===== config.mk =====
export PLATFORM = sky130hd
export DESIGN_NAME = encoder_8to3_seq
export DESIGN_NICKNAME = d
export VERILOG_FILES = /design/src/rtl/encoder_8to3_seq_pkg.sv /design/src/rtl/encoder_8to3_seq_prio_enc.sv /design/src/rtl/encoder_8to3_seq.sv
export SDC_FILE = /design/constraint.sdc
export NUM_CORES = 1
export LEC_CHECK = 0
export ABC_AREA = 0
export BUFFER_PORTS_ARGS = -buffer_cell sky130_fd_sc_hd__buf_2
export CAP_MARGIN = 10
export CORE_MARGIN = 2
export CORE_UTILIZATION = 54
export DETAILED_ROUTE_END_ITERATION = 7
export GPL_ROUTABILITY_DRIVEN = 0
export HOLD_SLACK_MARGIN = 0.1
export PLACE_DENSITY = 0.81
export SLEW_MARGIN = 20
export SYNTH_ARGS = -nofsm -noshare
export SYNTH_HDL_FRONTEND = slang
export SYNTH_HIERARCHICAL = 1
export SYNTH_SLANG_ARGS = --single-unit

===== constraint.sdc =====
create_clock -name clk -period 2.78 [get_ports clk]
set_input_delay 0.278 -clock clk [delete_from_list [all_inputs] [get_ports clk]]
set_output_delay 0.278 -clock clk [all_outputs]
set_load 0.01 [all_outputs]

===== src/rtl/encoder_8to3_seq_pkg.sv =====
// encoder_pkg: shared widths, FSM state type and bit-scan helpers for the
// sequential 8-to-3 encoder (encoder_8to3_seq).
package encoder_pkg;

  localparam int ENC_IN_W   = 8;
  localparam int ENC_CODE_W = 3;
  // Wide enough to hold a popcount of ENC_IN_W bits (0..8).
  localparam int ENC_CNT_W  = 4;

  // IDLE accepts a new vector; SCAN emits one code per output handshake.
  typedef enum logic {
    IDLE = 1'b0,
    SCAN = 1'b1
  } state_t;

  // Index of the lowest set bit; bit 0 has the highest priority.
  // Returns 0 for an all-zero vector (callers gate with a nonzero check).
  function automatic logic [ENC_CODE_W-1:0] lowest_set_idx(
    input logic [ENC_IN_W-1:0] vec
  );
    logic [ENC_CODE_W-1:0] idx;
    idx = '0;
    // Scan from the top down so the lowest set bit is the last one written.
    for (int i = ENC_IN_W - 1; i >= 0; i--) begin
      if (vec[i]) idx = ENC_CODE_W'(i);
    end
    return idx;
  endfunction

  // Number of set bits in a request vector.
  function automatic logic [ENC_CNT_W-1:0] popcount8(
    input logic [ENC_IN_W-1:0] vec
  );
    logic [ENC_CNT_W-1:0] cnt;
    cnt = '0;
    for (int i = 0; i < ENC_IN_W; i++) begin
      cnt = cnt + {{(ENC_CNT_W-1){1'b0}}, vec[i]};
    end
    return cnt;
  endfunction

endpackage


===== src/rtl/encoder_8to3_seq_prio_enc.sv =====
// prio_enc_8to3: combinational lowest-set-bit encoder over the pending
// vector. Besides the code it flags when exactly one bit remains, which the
// top level uses both as out_last and as the "leave SCAN" condition.
module prio_enc_8to3
  import encoder_pkg::*;
(
  input  logic [ENC_IN_W-1:0]   vec,
  output logic [ENC_CODE_W-1:0] code,
  output logic                  one_left
);

  logic [ENC_IN_W-1:0] vec_minus_one;

  // Code of the lowest set bit, and "single bit" via the x & (x-1) trick.
  always_comb begin
    code          = lowest_set_idx(vec);
    vec_minus_one = vec - ENC_IN_W'(1);
    one_left      = (vec != '0) && ((vec & vec_minus_one) == '0);
  end

endmodule


===== src/rtl/encoder_8to3_seq.sv =====
// encoder_8to3_seq: accepts an 8-bit multi-hot vector over valid/ready and
// emits the 3-bit index of each set bit, lowest index first, one per output
// handshake.
//
// Handshake rule (both ports): a transfer happens on a rising edge where
// valid and ready are both high. in_ready is high only in IDLE; out_valid is
// high only in SCAN and, once high, out_code/out_last stay stable until the
// transfer completes.
//
// Build option: define ENC_POPCOUNT_EN to add out_count, the popcount of the
// accepted vector, registered at acceptance and held through the scan.
//
// All outputs derive from registered state (state, pending, zero flag,
// count); in_vec only reaches flops, never an output directly.
module encoder_8to3_seq
  import encoder_pkg::*;
(
  input  logic                  clk,
  input  logic                  rst_n,
  input  logic                  in_valid,
  output logic                  in_ready,
  input  logic [ENC_IN_W-1:0]   in_vec,
  output logic                  out_valid,
  input  logic                  out_ready,
  output logic [ENC_CODE_W-1:0] out_code,
  output logic                  out_last,
  output logic                  zero_vec
`ifdef ENC_POPCOUNT_EN
  ,
  output logic [ENC_CNT_W-1:0]  out_count
`endif
);

  // FSM state is kept in a plainly named signal so checkers can bind to it.
  state_t                state;
  state_t                state_nxt;
  logic [ENC_IN_W-1:0]   pending;
  logic [ENC_IN_W-1:0]   pending_nxt;
  logic [ENC_IN_W-1:0]   clr_mask;
  logic [ENC_CODE_W-1:0] code;
  logic                  one_left;
  logic                  accept;

  prio_enc_8to3 u_prio_enc (
    .vec      (pending),
    .code     (code),
    .one_left (one_left)
  );

  // A vector is taken on any in_valid edge while idle, zero or not.
  assign accept = in_valid && (state == IDLE);

  // State and pending-bit registers; reset drops any partial scan.
  always_ff @(posedge clk or negedge rst_n) begin
    if (!rst_n) begin
      state   <= IDLE;
      pending <= '0;
    end else begin
      state   <= state_nxt;
      pending <= pending_nxt;
    end
  end

  // Next-state, pending update and handshake outputs.
  always_comb begin
    state_nxt   = state;
    pending_nxt = pending;
    in_ready    = 1'b0;
    out_valid   = 1'b0;
    clr_mask    = '0;
    clr_mask[code] = 1'b1;
    case (state)
      IDLE: begin
        in_ready = 1'b1;
        // Zero vectors are consumed here without leaving IDLE.
        if (in_valid && (in_vec != '0)) begin
          pending_nxt = in_vec;
          state_nxt   = SCAN;
        end
      end
      SCAN: begin
        out_valid = 1'b1;
        // in_valid/in_vec are deliberately ignored here.
        if (out_ready) begin
          pending_nxt = pending & ~clr_mask;
          if (one_left) state_nxt = IDLE;
        end
      end
      default: begin
        state_nxt   = IDLE;
        pending_nxt = '0;
      end
    endcase
  end

  // Code and last flag come straight from the registered pending bits.
  always_comb begin
    out_code = code;
    out_last = out_valid && one_left;
  end

  // One-cycle pulse in the cycle after a zero vector is accepted.
  always_ff @(posedge clk or negedge rst_n) begin
    if (!rst_n) begin
      zero_vec <= 1'b0;
    end else begin
      zero_vec <= accept && (in_vec == '0);
    end
  end

`ifdef ENC_POPCOUNT_EN
  // Popcount captured at acceptance; zero vectors load 0.
  always_ff @(posedge clk or negedge rst_n) begin
    if (!rst_n) begin
      out_count <= '0;
    end else if (accept) begin
      out_count <= popcount8(in_vec);
    end
  end
`else
  // Without the popcount option there is no count state at all.
`endif

endmodule


==> results.md, run 1 <==
- DRT Wirelength: about 1.7 mm
- Pwr/cell area: 1090 nW/µm²
- Static leakage: 0.365 nW
- Synthesized instance count: 83
- Final hold vios: 0
- Synth Register Bits: 10
- Largest cells by area after synthesis: dfrtp_1 35%, a211oi_1 8.3%, a21oi_1 7.6%
- Total CTS buffers: 3
- Die footprint: 1650 µm²
- CP Class: reg2out
- Number of global-route vias before repair: 616
- Fillcell total: 103
- Mapped Nets: 95
- Register area: approximately 250 µm²
- Final clock skew: 0.00414 ns
- Core ar.: 1270 µm²
- Post-synthesis async set-or-reset flop share: 100%
- Via-per-instance ratio: 6.24
- Top cells by count, synth: 12 x nor2_1, 11 x a21oi_1, 10 x dfrtp_1, 10 x nor3_1, 8 x a211oi_1
- Hold Path Class: in2reg
- Initial antenna violation count: 0
- Synth-to-layout area growth: 20.4%
- Max Clk Rate: 419 MHz
- Setup TNS: 0 ns
- Setup-failing EPs final: 0
- Initial DRT Pass Iterations: 4
- Initial Util: 57.1%
- H-tree Lvls: 1
- First-pass GRT wire length: approximately 2.6 mm
- Post-synth EDFFs: 0
- Tmin final: 2.39 ns
- Worst Path Required: 2.50 ns
- Most common cell in the netlist: nor2_1
- Status: finished clean
- Synth warn: 6
- CTS sink count: 10
- Grt total ovfl: 0
- CP startpoint kind: flop
- Post-DP HPWL: 1.29 mm
- Syn avg cell area: slightly below 9 µm²
- DRT iter0 DRCs: 32
- Ports: 19
- RSZ-0062 raised after global routing: no
- Worst setup EP type: output port
- Area share of the largest cell type after synthesis: 34.5%
- Area leader, netlist: dfrtp_1
- Via Count: 743
- DRC: 0
- Layout cell share with drive strength beyond 1: between 20 and 30%
- Final Max Slew Viols: 0
- Crit-path max FO: 7
- Total power: 0.951 mW
- Vert. Die Dim: 40.6 µm
- Horiz. Die Dim: 40.6 µm
- Worst skew pair latency: 0.28 ns
- Max IR drop VDD: 781 µV
- Nets: 117
- Post-synth cell types: 26
- Fin crit share: 85.9%
- Total Routing Usage GR: between 20 and 25%
- Max-Cap Viols: 0
- # diodes: 0
- Routed Antenna Nets: 0
- Ys flop type: dfrtp_1
- Sequential area share after synthesis: 34.5%
- Clk root buf: clkbuf_4
- Clock tree buffer depth: 2
- Multi-input logic area: 455 µm²
- Post-CTS resize count: 0
- Synthesized cell area: 724 µm²
- Worst slew pin tran: 0.659 ns
- Port Buffers: 18
- Largest net degree at the start of global routing: 11
- Clock transition at the registers of the reported paths: 0.07 ns
- FP Rows: 13
- Slew HR: 56.0%
- Post-CTS Setup Repair Bufs: 0
- CTS tree: done
- Arr. time, crit path: 2.11 ns
- WL/cell: roughly 15 µm
[stage by stage]
stage | instance area [µm²] | worst slack [ns] | std cells | utilization [%] | hold WS (ns)
CTS | 872 | 0.455 | 119 | 68.7 | 0.331
detailed placement | 826 | 0.746 | 114 | 65.1 | 0.152
finish | 872 | 0.392 | 119 | 68.7 | 0.331
floorplan | 724 | 0.888 | 83 | - | -0.0176
global route | 872 | 0.341 | 119 | 68.7 | 0.354
global placement | 826 | 0.797 | 114 | 65.1 | 0.152
[final cells by class]
cell class                      count  share of cell area, %
Inverter                            3                   1.29
Clock buffer                        4                   4.16
Tap cell                           15                   2.15
Sequential cell                    10                   28.7
Multi-Input combinational cell     68                   52.2
Timing Repair Buffer               19                   11.5
[final timing paths]
kind | start | to | slack (ns) | cells past startpoint
max | pending[2] | out_last | 0.39 | 6
min | in_vec[7] | pending[7] | 0.33 | 3
max reg2reg | pending[2] | state | 0.84 | 6
min reg2reg | state | state | 0.63 | 1
max in group asynchronous | rst_n | pending[1] | 2.19 | 2
min in group asynchronous | rst_n | pending[3] | 0.39 | 2
[cell usage in the layout (no fill, tap or decap)]
cell type      synthesis  routed
a2111oi_4              1       1
nor2_1                12      12
nor4_4                 2       2
dlygate4sd3_1          0       1
nand2b_1               4       4
clkbuf_8               0       1
nand3b_1               2       2
nor3_1                10      10
xnor2_1                1       1
or3b_2                 1       1
a22o_1                 1       1
or4_4                  1       1
a21oi_1               11      11
nor3_2                 2       2
nand4_1                1       1
o21bai_1               1       1
maj3_1                 1       1
o22a_2                 1       1
inv_1                  3       3
nor2b_1                1       1
and2_1                 1       1
dfrtp_1               10      10
nand2_1                3       3
nand3_1                1       1
nor4_1                 1       1
o41ai_1                1       1
buf_2                  0      18
clkbuf_4               0       3
a211oi_1               8       8
[critical path: stages, from the launching register on]
cell and delay [ns]:
dfrtp_1 0.45, nor4_1 0.46, xnor2_1 0.13, o41ai_1 0.35, o22a_2 0.21, and2_1 0.11
buf_2 0.12
[timing repair]
| action | 4_1_cts | 5_1_grt |
|---|---|---|
| hold buffers | 1 | 0 |
| endpoints found under the hold margin | 10 | 0 |
| setup endpoints to repair | 0 | 0 |
[state kept, by name, summed over array words and instances, names as in the netlist]
| register | count |
|---|---|
| pending | 8 |
| state | 1 |
| zero_vec | 1 |
[report_power, final]
part	internal [mW]	switching, mW
logic	0.217	0.280
registers	0.207	0.109
clock network	0.0797	0.0583
total	0.504	0.447
[cell families after synthesis]
| group | share of synthesized area (%) |
|---|---|
| compound gates | 24.5 |
| xor+xnor | 1.21 |
| fa+ha+maj | 1.38 |
| buf+inv | 2.59 |
| flops | 34.5 |
| simple gates | 35.8 |
[metal layers]
| layer | track usage, % | vias to the layer above | routed length (µm) |
|---|---|---|---|
| met2 | 36.5 | 36 | 782 |
| li1 | - | 356 | - |
| met4 | 14.2 | 0 | 45 |
| met3 | 5.98 | 9 | 132 |
| met1 | 30.8 | 342 | 787 |
| met5 | 0 | - | 0 |
Note: power is estimated with default switching activity, not from simulation.
==> run 2, diff against run 1 <==
Settings changed: PLACE_DENSITY 0.81 to 0.79.
==> run 2 against run 1 <==
Compared with the run above:
- first-iteration DRC count decreased by 34%
- non-clock buffer count unchanged
- routed wire length increased by 5.2%
- fmax increased by 3.1%
- sequential share of layout area increased by 0.46 points
- clock skew decreased by 0.0018 ns
- combinational power about the same
- critical endpoint unchanged
==> results.md, run 2 (synthesis results as in run 1) <==
- Status: finished clean
- # diodes: 0
- Max incr delay on CP: 0.58 ns
- Synth-to-layout area growth: 18.5%
- Worst Path Required: roughly 2.5 ns
- Worst setup EP type: output port
- Cell area after placement: 826 µm²
- Clock tree buffer depth: 2
- Pwr/cell area: 1070 nW/µm²
- Largest Register: pending
- Horiz. Die Dim: 40.6 µm
- R2R Setup Slk: 0.89 ns
- Setup WS post-layout: between 0.4 and 0.5 ns
- Total CTS buffers: 3
- Crit path launch: pending[3]
- Worst slew pin tran: 0.629 ns
- Grt total ovfl: 0
- Slew HR: 58.0%
- Port Buffers: 18
- Setup TNS: 0 ns
- Layout cell share with drive strength beyond 1: 28.2%
- Final clock skew: 0.00239 ns
- Hold Path Class: in2reg
- Clk pwr share: a little over a tenth
- Final hold vios: 0
- Nets: about 120
- Sw Ratio: 48.3%
- Crit-path max FO: 6
- DRT iter0 DRCs: 21
- Arr. time, crit path: 2.04 ns
- RSZ-0062 raised after global routing: no
- Initial Util: 57.1%
- Total Routing Usage GR: 26.4%
- CTS tree: done
- Commonest non-fill, non-tap cell in the layout: buf_2
- H-tree Lvls: 1
- Worst skew pair latency: 0.26 ns
- Setup-failing EPs final: 0
- FP Rows: 13
- Number of global-route vias before repair: 627
- First-pass GRT wire length: 2.82 mm
- Sequential share of power: 34.8%
- Critical-path cell list: or4_4, a2111oi_4, o22a_2, and2_1, buf_2
- Vert. Die Dim: 40.6 µm
- Via-per-instance ratio: 6.43
- Setup crit end: out_last
- CP startpoint kind: flop
- WL/cell: 15.6 µm
- Post-DP HPWL: 1.40 mm
- Reg2reg path depth: 5
- Clock transition at the registers of the reported paths: about 0.06 ns
- Ports: 19
- Final core occ: 67.7%
- Post-CTS resize count: 0
- Static leakage: 0.358 nW
- Clk root buf: clkbuf_4
- Initial DRT Pass Iterations: 6
- Placement Setup Slack: 0.751 ns
- Max-Cap Viols: 0
- Launch point of the worst reg-to-reg path: pending[3]
- Die footprint: 1650 µm²
- Largest net degree at the start of global routing: 11
- CP Class: reg2out
- Register area: 250 µm²
- CTS sink count: 10
- Via Count: 759
- Combinational power share: approximately 55%
- DRC: 0
- Crit-path slowest cell: or4_4
- Regs by FF count: pending (8), state (1), zero_vec (1)
- Internal power: 0.474 mW
- Multi-input logic area: 455 µm²
- Max Clk Rate: roughly 430 MHz
- DRT Wirelength: 1.84 mm
- Routed Antenna Nets: 0
- Final Instance Area: between 800 and 900 µm²
- Max IR drop VDD: 625 µV
- Placed cell count: 114
- Max reg flops: 8
- Tmin final: 2.31 ns
- Switch Pwr: about 0.44 mW
- Core ar.: 1270 µm²
- Fin crit share: a little over four fifths
- Most frequent cells in the layout: 18 x buf_2, 12 x nor2_1, 11 x a21oi_1
- Final Max Slew Viols: 0
- Final std cells w/o fill: about 120
- Worst R2R End: state
- Initial antenna violation count: 0
- Fillcell total: 108
-- run 2: cell types whose count changed in the layout (fill, tap and decap cells not counted) --
cell | previous run | this run
clkbuf_8 | 1 | 0
-- run 2: worst min-delay path by stage --
stage / from / cells past startpoint / to / slack (ns)
after floorplan: rst_n / 0 / pending[0] / -0.02
after CTS: in_vec[6] / 3 / pending[6] / 0.35
final: in_vec[7] / 3 / pending[7] / 0.35
after detailed placement: rst_n / 1 / zero_vec / 0.15
after global routing: in_vec[4] / 3 / pending[4] / 0.35
after global placement: rst_n / 1 / zero_vec / 0.15
-- run 2: layout make-up --
cell class                 count  area share [%]
sequential                    10            29.2
clock buffer                   3            2.62
timing repair buffer          19            11.7
tap                           15            2.19
inverter                       3            1.31
multi-input combinational     68            53.1
-- run 2: worst max-delay path, delay by kind of cell (launching register included) --
family | cells | cell delay [ns]
compound gates | 2 | 0.52
simple gates | 2 | 0.69
buf+inv | 1 | 0.12
flops | 1 | 0.44
-- run 2: metal layers --
metal	GRT usage (%)	wire, µm
met5	0	0
met4	7.50	21
met2	45.6	908
met3	4.89	118
met1	33.3	790
-- run 2: what timing repair did --
| action | CTS | global route |
|---|---|---|
| hold buffers | 1 | 0 |
| buffers inserted | 0 | 0 |
| endpoints found under the hold margin | 10 | 0 |
-- run 2: power groups by stage --
stage               registers, mW  clock network (mW)  logic, mW
floorplan                   0.293                   0      0.366
global placement            0.309                   0      0.481
detailed placement          0.320                   0      0.492
CTS                         0.317              0.0997      0.497
global route                0.330               0.104      0.547
finish                      0.319              0.0989      0.500
-- run 2: per-stage QoR --
stage	hold slack (ns)	power [mW]
2_1_floorplan	-0.0176	0.659
3_3_place_gp	0.151	0.790
3_5_place_dp	0.153	0.812
4_1_cts	0.351	0.913
5_1_grt	0.354	0.982
6_report	0.347	0.918
==> run 3, diff against run 2 <==
Settings changed: CORE_UTILIZATION 54 to 45, PLACE_DENSITY 0.79 to 0.7.
Clock period 2.78 ns to 2.1 ns, I/O delays scaled along.
==> run 3 against run 2 <==
Compared with the run above:
- setup slack lost 0.45 ns
- critical path depth did not move
- global-route usage fell by 3.5 points
- sequential share of layout area down 0.96 points
- cell count grew 2.5%
- largest cell class unchanged
- clock-buffer cell count unchanged
- sequential power is 39% higher
==> results.md, run 3 (synthesis results as in run 1) <==
- Final Max Slew Viols: 0
- Horiz. Die Dim: approximately 44 µm
- Via Count: 735
- Most frequent cells in the layout: 18 x buf_2, 12 x nor2_1, 11 x a21oi_1
- Worst Path Required: approximately 1.9 ns
- Nets: between 100 and 150
- Clock transition at the registers of the reported paths: 0.07 ns
- WL/cell: between 15 and 20 µm
- Vert. Die Dim: 44.1 µm
- Commonest non-fill, non-tap cell in the layout: buf_2
- Via-per-instance ratio: between 6 and 7
- H-tree Lvls: 1
- Worst setup EP type: output port
- Clk pwr share: a little over a tenth
- Port Buffers: 18
- Die footprint: 1950 µm²
- Fillcell total: 133
- FP Rows: 14
- # diodes: 0
- Ports: 19
- Final hold vios: 0
- Clk root buf: clkbuf_4
- RSZ-0062 raised after global routing: yes
- DRT iter0 DRCs: 29
- Max Clk Rate: 479 MHz
- Clock tree buffer depth: 2
- Initial Util: 48.1%
- Final std cells w/o fill: 121
- Regs by FF count: pending (8), state (1), zero_vec (1)
- Setup TNS: 0 ns
- Largest Register: pending
- Crit-path max FO: 5
- Max-Cap Viols: 0
- CTS sink count: 10
- Setup-failing EPs final: 0
- Placed cell count: 115
- Slew HR: a little under three fifths
- Initial antenna violation count: 0
- CP startpoint kind: flop
- CP Class: reg2out
- Hold Path Class: in2reg
- Total CTS buffers: 3
- CTS tree: done
- Synth-to-layout area growth: 24.4%
- Grt total ovfl: 0
- Static leakage: 0.372 nW
- DRC: 0
- Worst skew pair latency: between 0.2 and 0.3 ns
- Routed Antenna Nets: 0
- Layout cell share with drive strength beyond 1: about 34%
- Combinational power share: 55.1%
- Sw Ratio: 48.1%
- Arr. time, crit path: between 1.5 and 2 ns
- Largest net degree at the start of global routing: 11
- Total power: 1.29 mW
- Switch Pwr: around 0.62 mW
- Max IR drop VDD: 944 µV
- Post-DP HPWL: 1.40 mm
- Max reg flops: 8
- Internal power: just under 0.7 mW
- Sequential share of power: 34.2%
- Pwr/cell area: between 1000 and 1500 nW/µm²
- Final clock skew: 0.00437 ns
- Core ar.: around 1500 µm²
- Worst slew pin tran: 0.659 ns
- Number of global-route vias before repair: 676
- Tmin final: 2.09 ns
- Initial DRT Pass Iterations: 4
- Status: finished clean
- DRT Wirelength: 1.92 mm
- First-pass GRT wire length: 3.26 mm
- Fin crit share: 99.4%
- Total Routing Usage GR: 22.9%
run 3: cell count changes in the layout (fill, tap and decap cells not counted):
cell,delta
buf_4,+2
dfrtp_1,-3
dfrtp_2,+3
nor4_1,-1
nor4_4,+1
o41ai_1,-1
o41ai_2,+1
run 3: repair_timing:
action                                  CTS  global route
endpoints found under the setup margin    1             1
hold buffers                              1             0
resized for setup                         5             1
endpoints found under the hold margin    10             0
buffers inserted                          2             0
pin swaps                                 3             0
run 3: path summary, 6_finish.rpt:
path / end / from / cells past startpoint / slack, ns
max: out_last / pending[3] / 5 / 0.01
min: pending[5] / in_vec[5] / 3 / 0.26
max reg2reg: pending[0] / pending[3] / 5 / 0.28
min reg2reg: pending[7] / pending[7] / 2 / 0.65
max in group asynchronous: pending[2] / rst_n / 2 / 1.53
min in group asynchronous: zero_vec / rst_n / 2 / 0.34
run 3: through the flow:
stage | utilization (%) | setup WS (ns) | hold WS [ns] | cell area [µm²]
detailed placement | 54.9 | 0.113 | 0.0858 | 827
floorplan | - | 0.276 | -0.0856 | 724
finish | 59.8 | 0.0129 | 0.265 | 901
global placement | 54.9 | 0.184 | 0.0850 | 827
CTS | 59.7 | 0.0175 | 0.271 | 900
global route | 59.8 | -0.0596 | 0.281 | 901
run 3: final cells by class:
type / count / area [µm²] / area share, %
inverter: 3 / 11.3 / 1.25
clock buffer: 3 / 22.5 / 2.50
multi-input combinational: 68 / 478 / 53.1
tap: 16 / 20.0 / 2.22
sequential: 10 / 254 / 28.2
timing repair buffer: 21 / 115 / 12.8
run 3: routing by layer:
layer	vias up	global-route usage (%)	routed length, µm
met2	27	35.3	910
met4	0	10.9	39
li1	359	-	-
met5	-	0	0
met3	5	2.45	100
met1	344	32.1	866
run 3: critical path, stage by stage (launching register included):
cell and delay (ns):
dfrtp_2 0.45, or4_4 0.54, a2111oi_4 0.20, o22a_2 0.18
and2_1 0.11, buf_2 0.12
run 3: power by group through the flow:
stage / clock (mW) / sequential, mW / combinational [mW]
global placement: 0 / 0.412 / 0.643
detailed placement: 0 / 0.420 / 0.649
global route: 0.143 / 0.459 / 0.796
CTS: 0.136 / 0.434 / 0.711
finish: 0.138 / 0.443 / 0.713
floorplan: 0 / 0.388 / 0.484
